## config.mk

```make
export PLATFORM = sky130hd
export DESIGN_NAME = regfile_sb
export DESIGN_NICKNAME = d
export VERILOG_FILES = /design/src/rtl/regfile_sb_pkg.sv /design/src/rtl/regfile_sb_rdport.sv /design/src/rtl/regfile_sb.sv
export SDC_FILE = /design/constraint.sdc
export NUM_CORES = 1
export LEC_CHECK = 0
export ABC_AREA = 1
export CAP_MARGIN = 5
export CORE_UTILIZATION = 60
export DETAILED_ROUTE_END_ITERATION = 7
export HOLD_SLACK_MARGIN = 0.1
export PLACE_DENSITY = 0.93
export SLEW_MARGIN = 20
export SYNTH_ARGS = -nofsm -noshare
export SYNTH_HDL_FRONTEND = slang
export SYNTH_HIERARCHICAL = 1
export SYNTH_SLANG_ARGS = --single-unit
```

## constraint.sdc

```tcl
create_clock -name clk_i -period 4.67 [get_ports clk_i]
set_input_delay 0.7005 -clock clk_i [delete_from_list [all_inputs] [get_ports clk_i]]
set_output_delay 0.7005 -clock clk_i [all_outputs]
set_load 0.02 [all_outputs]
```

## src/rtl/regfile_sb_pkg.sv

```systemverilog
// Shared definitions for the register file / scoreboard slice: default
// geometry, the register-address type and the ALU opcode encoding.
package regfile_sb_pkg;

  localparam int DATA_W_DEF = 16;
  localparam int NREGS_DEF  = 8;
  localparam int ADDR_W_DEF = $clog2(NREGS_DEF);

  typedef logic [ADDR_W_DEF-1:0] reg_addr_t;

  typedef enum logic [3:0] {
    ALU_ADD = 4'h0,
    ALU_SUB = 4'h1,
    ALU_AND = 4'h2,
    ALU_OR  = 4'h3,
    ALU_XOR = 4'h4,
    ALU_SLL = 4'h5,
    ALU_SRL = 4'h6,
    ALU_SRA = 4'h7,
    ALU_SLT = 4'h8
  } alu_op_e;

endpackage

```

## src/rtl/regfile_sb_rdport.sv

```systemverilog
// One combinational read port: register mux with write-first bypass and an
// optional hardwired-zero register 0.
module regfile_sb_rdport
  import regfile_sb_pkg::*;
#(
  parameter int DATA_W   = DATA_W_DEF,
  parameter int NREGS    = NREGS_DEF,
  parameter int ADDR_W   = $clog2(NREGS),
  parameter bit ZERO_REG = 1'b0
) (
  input  logic [NREGS*DATA_W-1:0] regs_i,
  input  logic [ADDR_W-1:0]       rd_addr_i,
  input  logic                    wr_en_i,
  input  logic [ADDR_W-1:0]       wr_addr_i,
  input  logic [DATA_W-1:0]       wr_data_i,
  output logic [DATA_W-1:0]       rd_data_o
);

  // Zero register wins over bypass so a dropped r0 write never leaks through.
  always_comb begin
    rd_data_o = regs_i[rd_addr_i*DATA_W +: DATA_W];
    if (ZERO_REG && (rd_addr_i == '0)) begin
      rd_data_o = '0;
    end else if (wr_en_i && (wr_addr_i == rd_addr_i)) begin
      rd_data_o = wr_data_i;
    end
  end

endmodule

```

## src/rtl/regfile_sb.sv

```systemverilog
// Parametrised multi-read register file with write-first bypass and a
// per-register pending-write scoreboard that produces the decode stall.
module regfile_sb
  import regfile_sb_pkg::*;
#(
  parameter int DATA_W   = DATA_W_DEF,
  parameter int NREGS    = NREGS_DEF,
  parameter int ADDR_W   = $clog2(NREGS),
  parameter int NRD      = 2,
  parameter bit ZERO_REG = 1'b0
) (
  input  logic                  clk_i,
  input  logic                  rst_i,
  input  logic [NRD-1:0]        rd_en_i,
  input  logic [NRD*ADDR_W-1:0] rd_addr_i,
  output logic [NRD*DATA_W-1:0] rd_data_o,
  input  logic                  wr_en_i,
  input  logic [ADDR_W-1:0]     wr_addr_i,
  input  logic [DATA_W-1:0]     wr_data_i,
  input  logic                  iss_en_i,
  input  logic [ADDR_W-1:0]     iss_addr_i,
  output logic                  iss_ready_o,
  input  logic                  flush_i,
  output logic                  stall_o,
  output logic [NREGS-1:0]      pend_vec_o,
  output logic [ADDR_W:0]       pend_cnt_o
);

  logic [NREGS*DATA_W-1:0] regs_q, regs_d;
  logic [NREGS-1:0]        pend_q, pend_d;
  logic [ADDR_W:0]         cnt_q, cnt_d;
  logic                    wr_eff;
  logic                    iss_hit;

  assign wr_eff = wr_en_i && !(ZERO_REG && (wr_addr_i == '0));

  always_comb begin
    regs_d = regs_q;
    if (wr_eff) begin
      regs_d[wr_addr_i*DATA_W +: DATA_W] = wr_data_i;
    end
  end

  always_ff @(posedge clk_i) begin
    if (rst_i) begin
      regs_q <= '0;
    end else begin
      regs_q <= regs_d;
    end
  end

  for (genvar i = 0; i < NRD; i++) begin : g_rd
    regfile_sb_rdport #(
      .DATA_W  (DATA_W),
      .NREGS   (NREGS),
      .ADDR_W  (ADDR_W),
      .ZERO_REG(ZERO_REG)
    ) u_rdport (
      .regs_i   (regs_q),
      .rd_addr_i(rd_addr_i[i*ADDR_W +: ADDR_W]),
      .wr_en_i  (wr_eff),
      .wr_addr_i(wr_addr_i),
      .wr_data_i(wr_data_i),
      .rd_data_o(rd_data_o[i*DATA_W +: DATA_W])
    );
  end

  // A pending destination may be reissued in the cycle its writeback lands.
  always_comb begin
    iss_ready_o = !pend_q[iss_addr_i] || (wr_en_i && (wr_addr_i == iss_addr_i));
    if (ZERO_REG && (iss_addr_i == '0)) begin
      iss_ready_o = 1'b1;
    end
  end

  assign iss_hit = iss_en_i && iss_ready_o && !(ZERO_REG && (iss_addr_i == '0));

  always_comb begin
    pend_d = pend_q;
    for (int r = 0; r < NREGS; r++) begin
      if (flush_i) begin
        pend_d[r] = iss_hit && (iss_addr_i == ADDR_W'(r));
      end else if (iss_hit && (iss_addr_i == ADDR_W'(r))) begin
        pend_d[r] = 1'b1;
      end else if (wr_en_i && (wr_addr_i == ADDR_W'(r))) begin
        pend_d[r] = 1'b0;
      end
    end
  end

  // Count is recomputed from the next pending vector, never accumulated.
  always_comb begin
    cnt_d = '0;
    for (int r = 0; r < NREGS; r++) begin
      cnt_d = cnt_d + {{ADDR_W{1'b0}}, pend_d[r]};
    end
  end

  always_ff @(posedge clk_i) begin
    if (rst_i) begin
      pend_q <= '0;
      cnt_q  <= '0;
    end else begin
      pend_q <= pend_d;
      cnt_q  <= cnt_d;
    end
  end

  always_comb begin
    stall_o = 1'b0;
    for (int i = 0; i < NRD; i++) begin
      if (rd_en_i[i] && pend_q[rd_addr_i[i*ADDR_W +: ADDR_W]] &&
          !(wr_en_i && (wr_addr_i == rd_addr_i[i*ADDR_W +: ADDR_W]))) begin
        stall_o = 1'b1;
      end
    end
  end

  assign pend_vec_o = pend_q;
  assign pend_cnt_o = cnt_q;

  iss_when_ready_a: assert property (@(posedge clk_i) disable iff (rst_i)
    !(iss_en_i && !iss_ready_o));

endmodule

```

==> out/results.ini, run 1 <==
[status]
status = completed

[worst_hold_path]
hp-class = flop to flop
holdPathEnd = regs_q[78]
worst_hold_startpoint = regs_q[78]
min_delay_path_depth = 2

[final_layout]
num-nets-final = 1766
antennaDiodeCount = 0
area_growth_pct = 12.8
regArea_um2 = 2800
multi_input_area_um2 = 5450
stdcell_count = 1951
nFillCells = 1395
drive_gt1_share_pct = 8.38

[timing]
rsz0062_at_grt = no
hold_slack_ps = 461
skew_ps = 6.12
final-setup-viol-count = 0
post-route-period-util_pct = 92.4
fmax_mhz = 232
drv_slew = 0
final-hold-violation-count = 0
tightest_slew_ps = 937
period_minus_slack_ps = 4310
tns_ps = 0
slew_headroom_pct = 37.6

[setup_path]
path_cells = clkdlybuf4s50_1 -> buf_4 -> inv_1 -> nand2_1 -> nand2_2 -> nor2_4 -> nand2_4 -> nand3_2 -> nand2_1 -> clkdlybuf4s50_1
reg2reg_from = pend_vec_o[4]
r2r_cells = 17
max_stage_delay_ps = 590
r2r-end = pend_cnt_o[2]
slowest_stage = clkdlybuf4s50_1
r2r_slack_ps = 1020
crit_arrival_ps = 3610
worstPathRequired_ps = 3970
cp_max_fo = 17
cp-end-kind = output port
path_buf_inv = 4
worst-setup-path-type = input port to output port
cpLargestDelayFamily = buffers and inverters
critPathLaunchType = input port

[place]
io_buffers = 80
gp_congestion = 0.907
dp_hpwl_mm = 21.5
dp_cells = 1919

[clocking]
clock-sinks = 140
hold_buffers = 0
cts_max_level = 4
cts_made_buffers = 17
clock_tree.buffer_depth = 2
cts_tree = done
cts.reportedPaths.clkPinSlew_ps = 60
cts_root_buf = clkbuf_16
clock_latency_ps = 440
post_cts_buffers = 0
cts_resized = 0

[floorplan]
rows = 47
fp.dieW_um = 132
start_util_pct = 61.2
die_y_um = 132
die_area_um2 = 17400
io_pins = 81
design.core.area_um2 = 16500

[drt]
route.detailed.wl_per_inst_um = 18.3
ant_nets = 0
via_count = 11700
routed_via_density = 6.01
drc = 0
drtPass1Iterations = 6
drt_wl_total_mm = 35.8
drt_iter0_drc = 1935

[global_route]
antenna_found_initial = 1
grt_max_degree = 96
grt_usage_pct = 41.0
grt_pass1_vias = 11100
grt_pass1_wl_mm = 55.7
grt_overflow_total = 0

[pwr]
power.share.sequential_pct = 37.3
clkPwrFrac_pct = 40.1
power_mw = 3.38
combPwrFrac_pct = 22.6
intPower_mw = 2.23
ir_worst_vdd_mv = 0.275
power_density_nw_per_um2 = 297
p_sw_share_pct = 34.1
p_leak_nw = 5.04
netSwitchingPower_mw = 1.15

[run]
maxCapViolCount = 0

[yosys]
seq_area_frac_synth_pct = 27.7
synthCells = 1694
synth_warnings = 6
synth_fp_nets = 1742
synth_cell_types = 39
synth_area_um2 = 10100
ys_ff_latch = 140
synth_area_per_cell_um2 = 5.97

cell usage in the layout, fill, tap and decap left out, types with 9 or more instances in the layout:
cell type        Yosys  final
ha_1                 9      9
nand2_1            418    418
inv_2               11     12
clkbuf_16            0     17
nor3_1              42     42
nor2_1             105    105
clkdlybuf4s50_1      0     77
a21oi_1            121    121
buf_4               15     27
inv_1              312    311
nand3_2             24     24
dfxtp_1            140    140
nor3_2              11     11
nand3_1            234    234
nand2_2             11     11
o21ai_0             91     91
o21ai_1             14     14
area by class of cell:
class | count | share of cell area [%]
Clock buffer | 17 | 3.73
Sequential cell | 140 | 24.6
Tap cell | 220 | 2.41
Timing Repair Buffer | 110 | 9.19
Inverter | 330 | 11.0
Clock inverter | 15 | 1.35
Multi-Input combinational cell | 1119 | 47.7
worst min-delay path, cell delays in order, from the launching register on:
cell	delay, ps
dfxtp_1	320
inv_1	50
a21oi_1	50
routing by layer:
layer / part of all wire, % / up-vias / routed length [um] / global-route usage [%]
li1: - / 5324 / - / -
met2: 43 / 995 / 15200 / 63.1
met5: 0 / - / 0 / 0
met1: 35 / 5169 / 12500 / 48.1
met4: 7.0 / 0 / 2490 / 30.3
met3: 16 / 244 / 5550 / 12.7
power groups by stage:
stage	Clock (mW)	Sequential (mW)	Combinational [mW]
3_3_place_gp	0	1.29	0.712
6_report	1.36	1.26	0.763
4_1_cts	1.35	1.26	0.733
5_1_grt	1.41	1.27	0.807
3_5_place_dp	0	1.29	0.726
2_1_floorplan	0	1.28	0.468
stage by stage:
stage,setup slack (ps),instance area [um2],util (%)
floorplan,317,10100,-
global placement,162,10800,65.5
detailed placement,22.6,10800,65.5
CTS,487,11400,69.0
global route,246,11400,69.0
finish,356,11400,69.0
flip-flops by register name, summed over array words and instances (netlist names):
| register | count |
|---|---|
| pend_vec_o | 8 |
| regs_q | 128 |
| pend_cnt_o | 4 |
how the worst max path moves through the flow:
| stage | to | cells past startpoint | startpoint | slack [ps] |
|---|---|---|---|---|
| final | rd_data_o[26] | 10 | wr_addr_i[0] | 360 |
| after global routing | pend_cnt_o[2] | 19 | iss_addr_i[2] | 250 |
| after CTS | pend_cnt_o[2] | 17 | wr_addr_i[0] | 490 |
| after detailed placement | pend_cnt_o[2] | 17 | wr_addr_i[0] | 20 |
| after global placement | pend_cnt_o[2] | 17 | wr_addr_i[0] | 160 |
| after floorplan | pend_cnt_o[2] | 18 | wr_addr_i[0] | 320 |
cell families after synthesis:
group                      Yosys count  synth area share (%)
buffers and inverters              435                  18.5
DFF                                140                  27.7
adders and majority gates           13                  1.91
and+or+nand+nor                    866                  39.6
AOI/OAI and AO/OA                  238                  12.1
xor gates and xnor gates             2                 0.173
cells in the mapped netlist, drive strengths merged:
master  count  area share, %
clkbuf     40            1.5
o211ai      2           0.15
clkinv      3           0.19
ha          9            1.1
xor2        2           0.17
nand3     261             14
a211oi      7           0.57
a21oi     121            6.0
nor3       54            3.3
buf        65            4.5
nand4       6           0.37
o311ai      2           0.17
fa          4           0.79
nor4        1          0.062
o21a        1          0.074
dfxtp     140             28
nand2     433             17
o21ai     105            5.2
inv       327             12
nor2      111            4.7
Power figures use the tool's default switching activity.
==> run 2, diff against run 1 <==
--- a/config.mk
+++ b/config.mk
@@ -11,6 +11,7 @@
 export DETAILED_ROUTE_END_ITERATION = 7
 export HOLD_SLACK_MARGIN = 0.1
 export PLACE_DENSITY = 0.93
+export REMOVE_ABC_BUFFERS = 1
 export SLEW_MARGIN = 20
 export SYNTH_ARGS = -nofsm -noshare
 export SYNTH_HDL_FRONTEND = slang
==> run 2 against run 1 <==
  * Sequential power hardly changed
  * Highest routed layer unchanged
  * First-iteration DRC count is 3.3% lower
  * Clock power about the same
  * Clock skew fell by 3.2 ps
  * Final area is 1.0% higher
  * The flow now finishes with violations (DRC)
  * Cell count increased by 0.72%
  * Largest cell class unchanged
  * Global-route usage is 1.2 points lower
==> out/results.ini, run 2 (synthesized netlist as in run 1, its figures left out) <==
[final_layout]
nFillCells = 1347  ; was 1395
layout_commonest_cell = nand2_1  ; unchanged
drive_gt1_share_pct = 9.11  ; was 8.38%
post-route-util_pct = 69.7  ; was 69.0%
final_cell_mix = nand2_1, inv_1, nand3_1  ; unchanged
regArea_um2 = 2800  ; unchanged
area_growth_pct = 13.9  ; was 12.8%
fin_area_um2 = 11500  ; was 11400 um2
regMostFlops = regs_q  ; unchanged
multi_input_area_um2 = 5450  ; unchanged
antennaDiodeCount = 0  ; unchanged
num-nets-final = 1780  ; was 1766
largest_reg_flops = 128  ; unchanged

[setup_path]
cp_max_fo = 16  ; was 17
r2r-end = pend_cnt_o[2]  ; unchanged
worstPathRequired_ps = 3970  ; about the same
cp-end-kind = output port  ; unchanged
r2r_slack_ps = 1080  ; was 1020 ps
reg2reg_from = pend_vec_o[6]  ; was pend_vec_o[4]
critPathLaunchType = input port  ; unchanged
r2r_cells = 17  ; unchanged
crit_arrival_ps = 3660  ; was 3610 ps
worst-setup-path-type = input port to output port  ; unchanged

[floorplan]
design.core.area_um2 = 16500  ; unchanged
start_util_pct = 61.2  ; unchanged
fp.dieW_um = 132  ; unchanged
io_pins = 81  ; unchanged
rows = 47  ; unchanged
die_y_um = 132  ; unchanged
die_area_um2 = 17400  ; unchanged

[clocking]
clock_latency_ps = 430  ; was 440 ps
cts_root_buf = clkbuf_16  ; unchanged
cts_max_level = 4  ; unchanged
cts_made_buffers = 17  ; unchanged
post_cts_buffers = 0  ; unchanged
cts_tree = done  ; unchanged
cts_resized = 0  ; unchanged
clock-sinks = 140  ; unchanged
hold_buffers = 0  ; unchanged
clock_tree.buffer_depth = 2  ; unchanged
cts.reportedPaths.clkPinSlew_ps = 60  ; about the same

[timing]
skew_ps = 2.95  ; was 6.12 ps
final-hold-violation-count = 0  ; unchanged
period_minus_slack_ps = 4360  ; was 4310 ps
fmax_mhz = 229  ; was 232 MHz
rsz0062_at_grt = no  ; unchanged
slew_headroom_pct = 29.9  ; was 37.6%
tightest_slew_ps = 1050  ; was 937 ps
setup_slack_ps = 308  ; was 356 ps
final-setup-viol-count = 0  ; unchanged
post-route-period-util_pct = 93.4  ; was 92.4%
drv_slew = 0  ; unchanged
hold_slack_ps = 462  ; was 461 ps

[drt]
drt_iter0_drc = 1871  ; was 1935
drc = 10  ; was 0
drt_wl_total_mm = 35.3  ; was 35.8 mm
drtPass1Iterations = 8  ; was 6
ant_nets = 0  ; unchanged
routed_via_density = 5.99  ; was 6.01
via_count = 11800  ; was 11.7k
route.detailed.wl_per_inst_um = 18.0  ; was 18.3 um

[place]
place_ws_ps = -35.7  ; was 22.6 ps
io_buffers = 80  ; unchanged
gp_congestion = 0.885  ; was 0.907
placedInstanceArea_um2 = 10900  ; was 10800 um2
dp_hpwl_mm = 20.8  ; was 21.5 mm

[pwr]
power_density_nw_per_um2 = 296  ; was 297 nW/um2
power_mw = 3.41  ; was 3.38 mW
ir_worst_vdd_mv = 0.263  ; was 0.275 mV
p_leak_nw = 5.11  ; was 5.04 nW

[run]
maxCapViolCount = 0  ; unchanged

[global_route]
grt_usage_pct = 39.8  ; was 41.0%
grt_max_degree = 66  ; was 96
grt_pass1_vias = 10800  ; was 11.1k
grt_overflow_total = 0  ; unchanged
grt_pass1_wl_mm = 54.2  ; was 55.7 mm
antenna_found_initial = 0  ; was 1

[status]
status = finished with violations  ; was completed
violations = DRC

[worst_hold_path]
holdPathEnd = regs_q[43]  ; was regs_q[78]
worst_hold_startpoint = regs_q[43]  ; was regs_q[78]
min_delay_path_depth = 2  ; unchanged
hp-class = flop to flop  ; unchanged

run 2: worst max-delay path by stage:
stage	from	to	slack, ps	cells past startpoint
floorplan	wr_addr_i[0]	pend_cnt_o[2]	290	16
global placement	wr_addr_i[0]	pend_cnt_o[2]	-30	17
detailed placement	wr_addr_i[0]	pend_cnt_o[2]	-40	17
CTS	wr_addr_i[0]	pend_cnt_o[2]	380	17
global route	wr_addr_i[0]	pend_cnt_o[2]	110	20
finish	wr_addr_i[0]	rd_data_o[9]	310	11
run 2: metrics by stage:
stage               std cells  setup TNS (ps)
floorplan                1589               0
global placement         1933           -25.8
detailed placement       1933           -35.7
CTS                      1965               0
global route             1965               0
finish                   1965               0
run 2: layer usage:
layer | vias up | wire length [um] | track usage [%] | share of wire, %
li1 | 5363 | - | - | -
met1 | 5166 | 12600 | 48.5 | 36
met2 | 973 | 14900 | 60.3 | 42
met3 | 269 | 5340 | 11.8 | 15
met4 | 0 | 2560 | 27.8 | 7.2
met5 | - | 0 | 0 | 0
run 2: layout make-up:
| class | count | share of cell area (%) |
|---|---|---|
| multi-input cells | 1119 | 47.3 |
| flip-flops and latches | 140 | 24.3 |
| inverters | 330 | 10.9 |
| repair buffers | 124 | 9.90 |
| clock buffers | 17 | 3.69 |
| well taps | 220 | 2.39 |
| clock inverters | 15 | 1.52 |
run 2: report_power, final:
group	total (mW)	internal [mW]	leakage, nW	switching, mW
logic	0.760	0.253	3.69	0.506
registers	1.26	1.23	1.13	0.0304
clock network	1.39	0.837	0.285	0.552
run 2: critical path: stages:
cell and delay [ps]:
clkdlybuf4s50_1 680, buf_4 190, buf_4 220, inv_1 80, nand2_1 70, nand2_2 70
nor2_4 460, nand2_4 360, nand3_2 160, nand2_1 100, clkdlybuf4s50_1 550
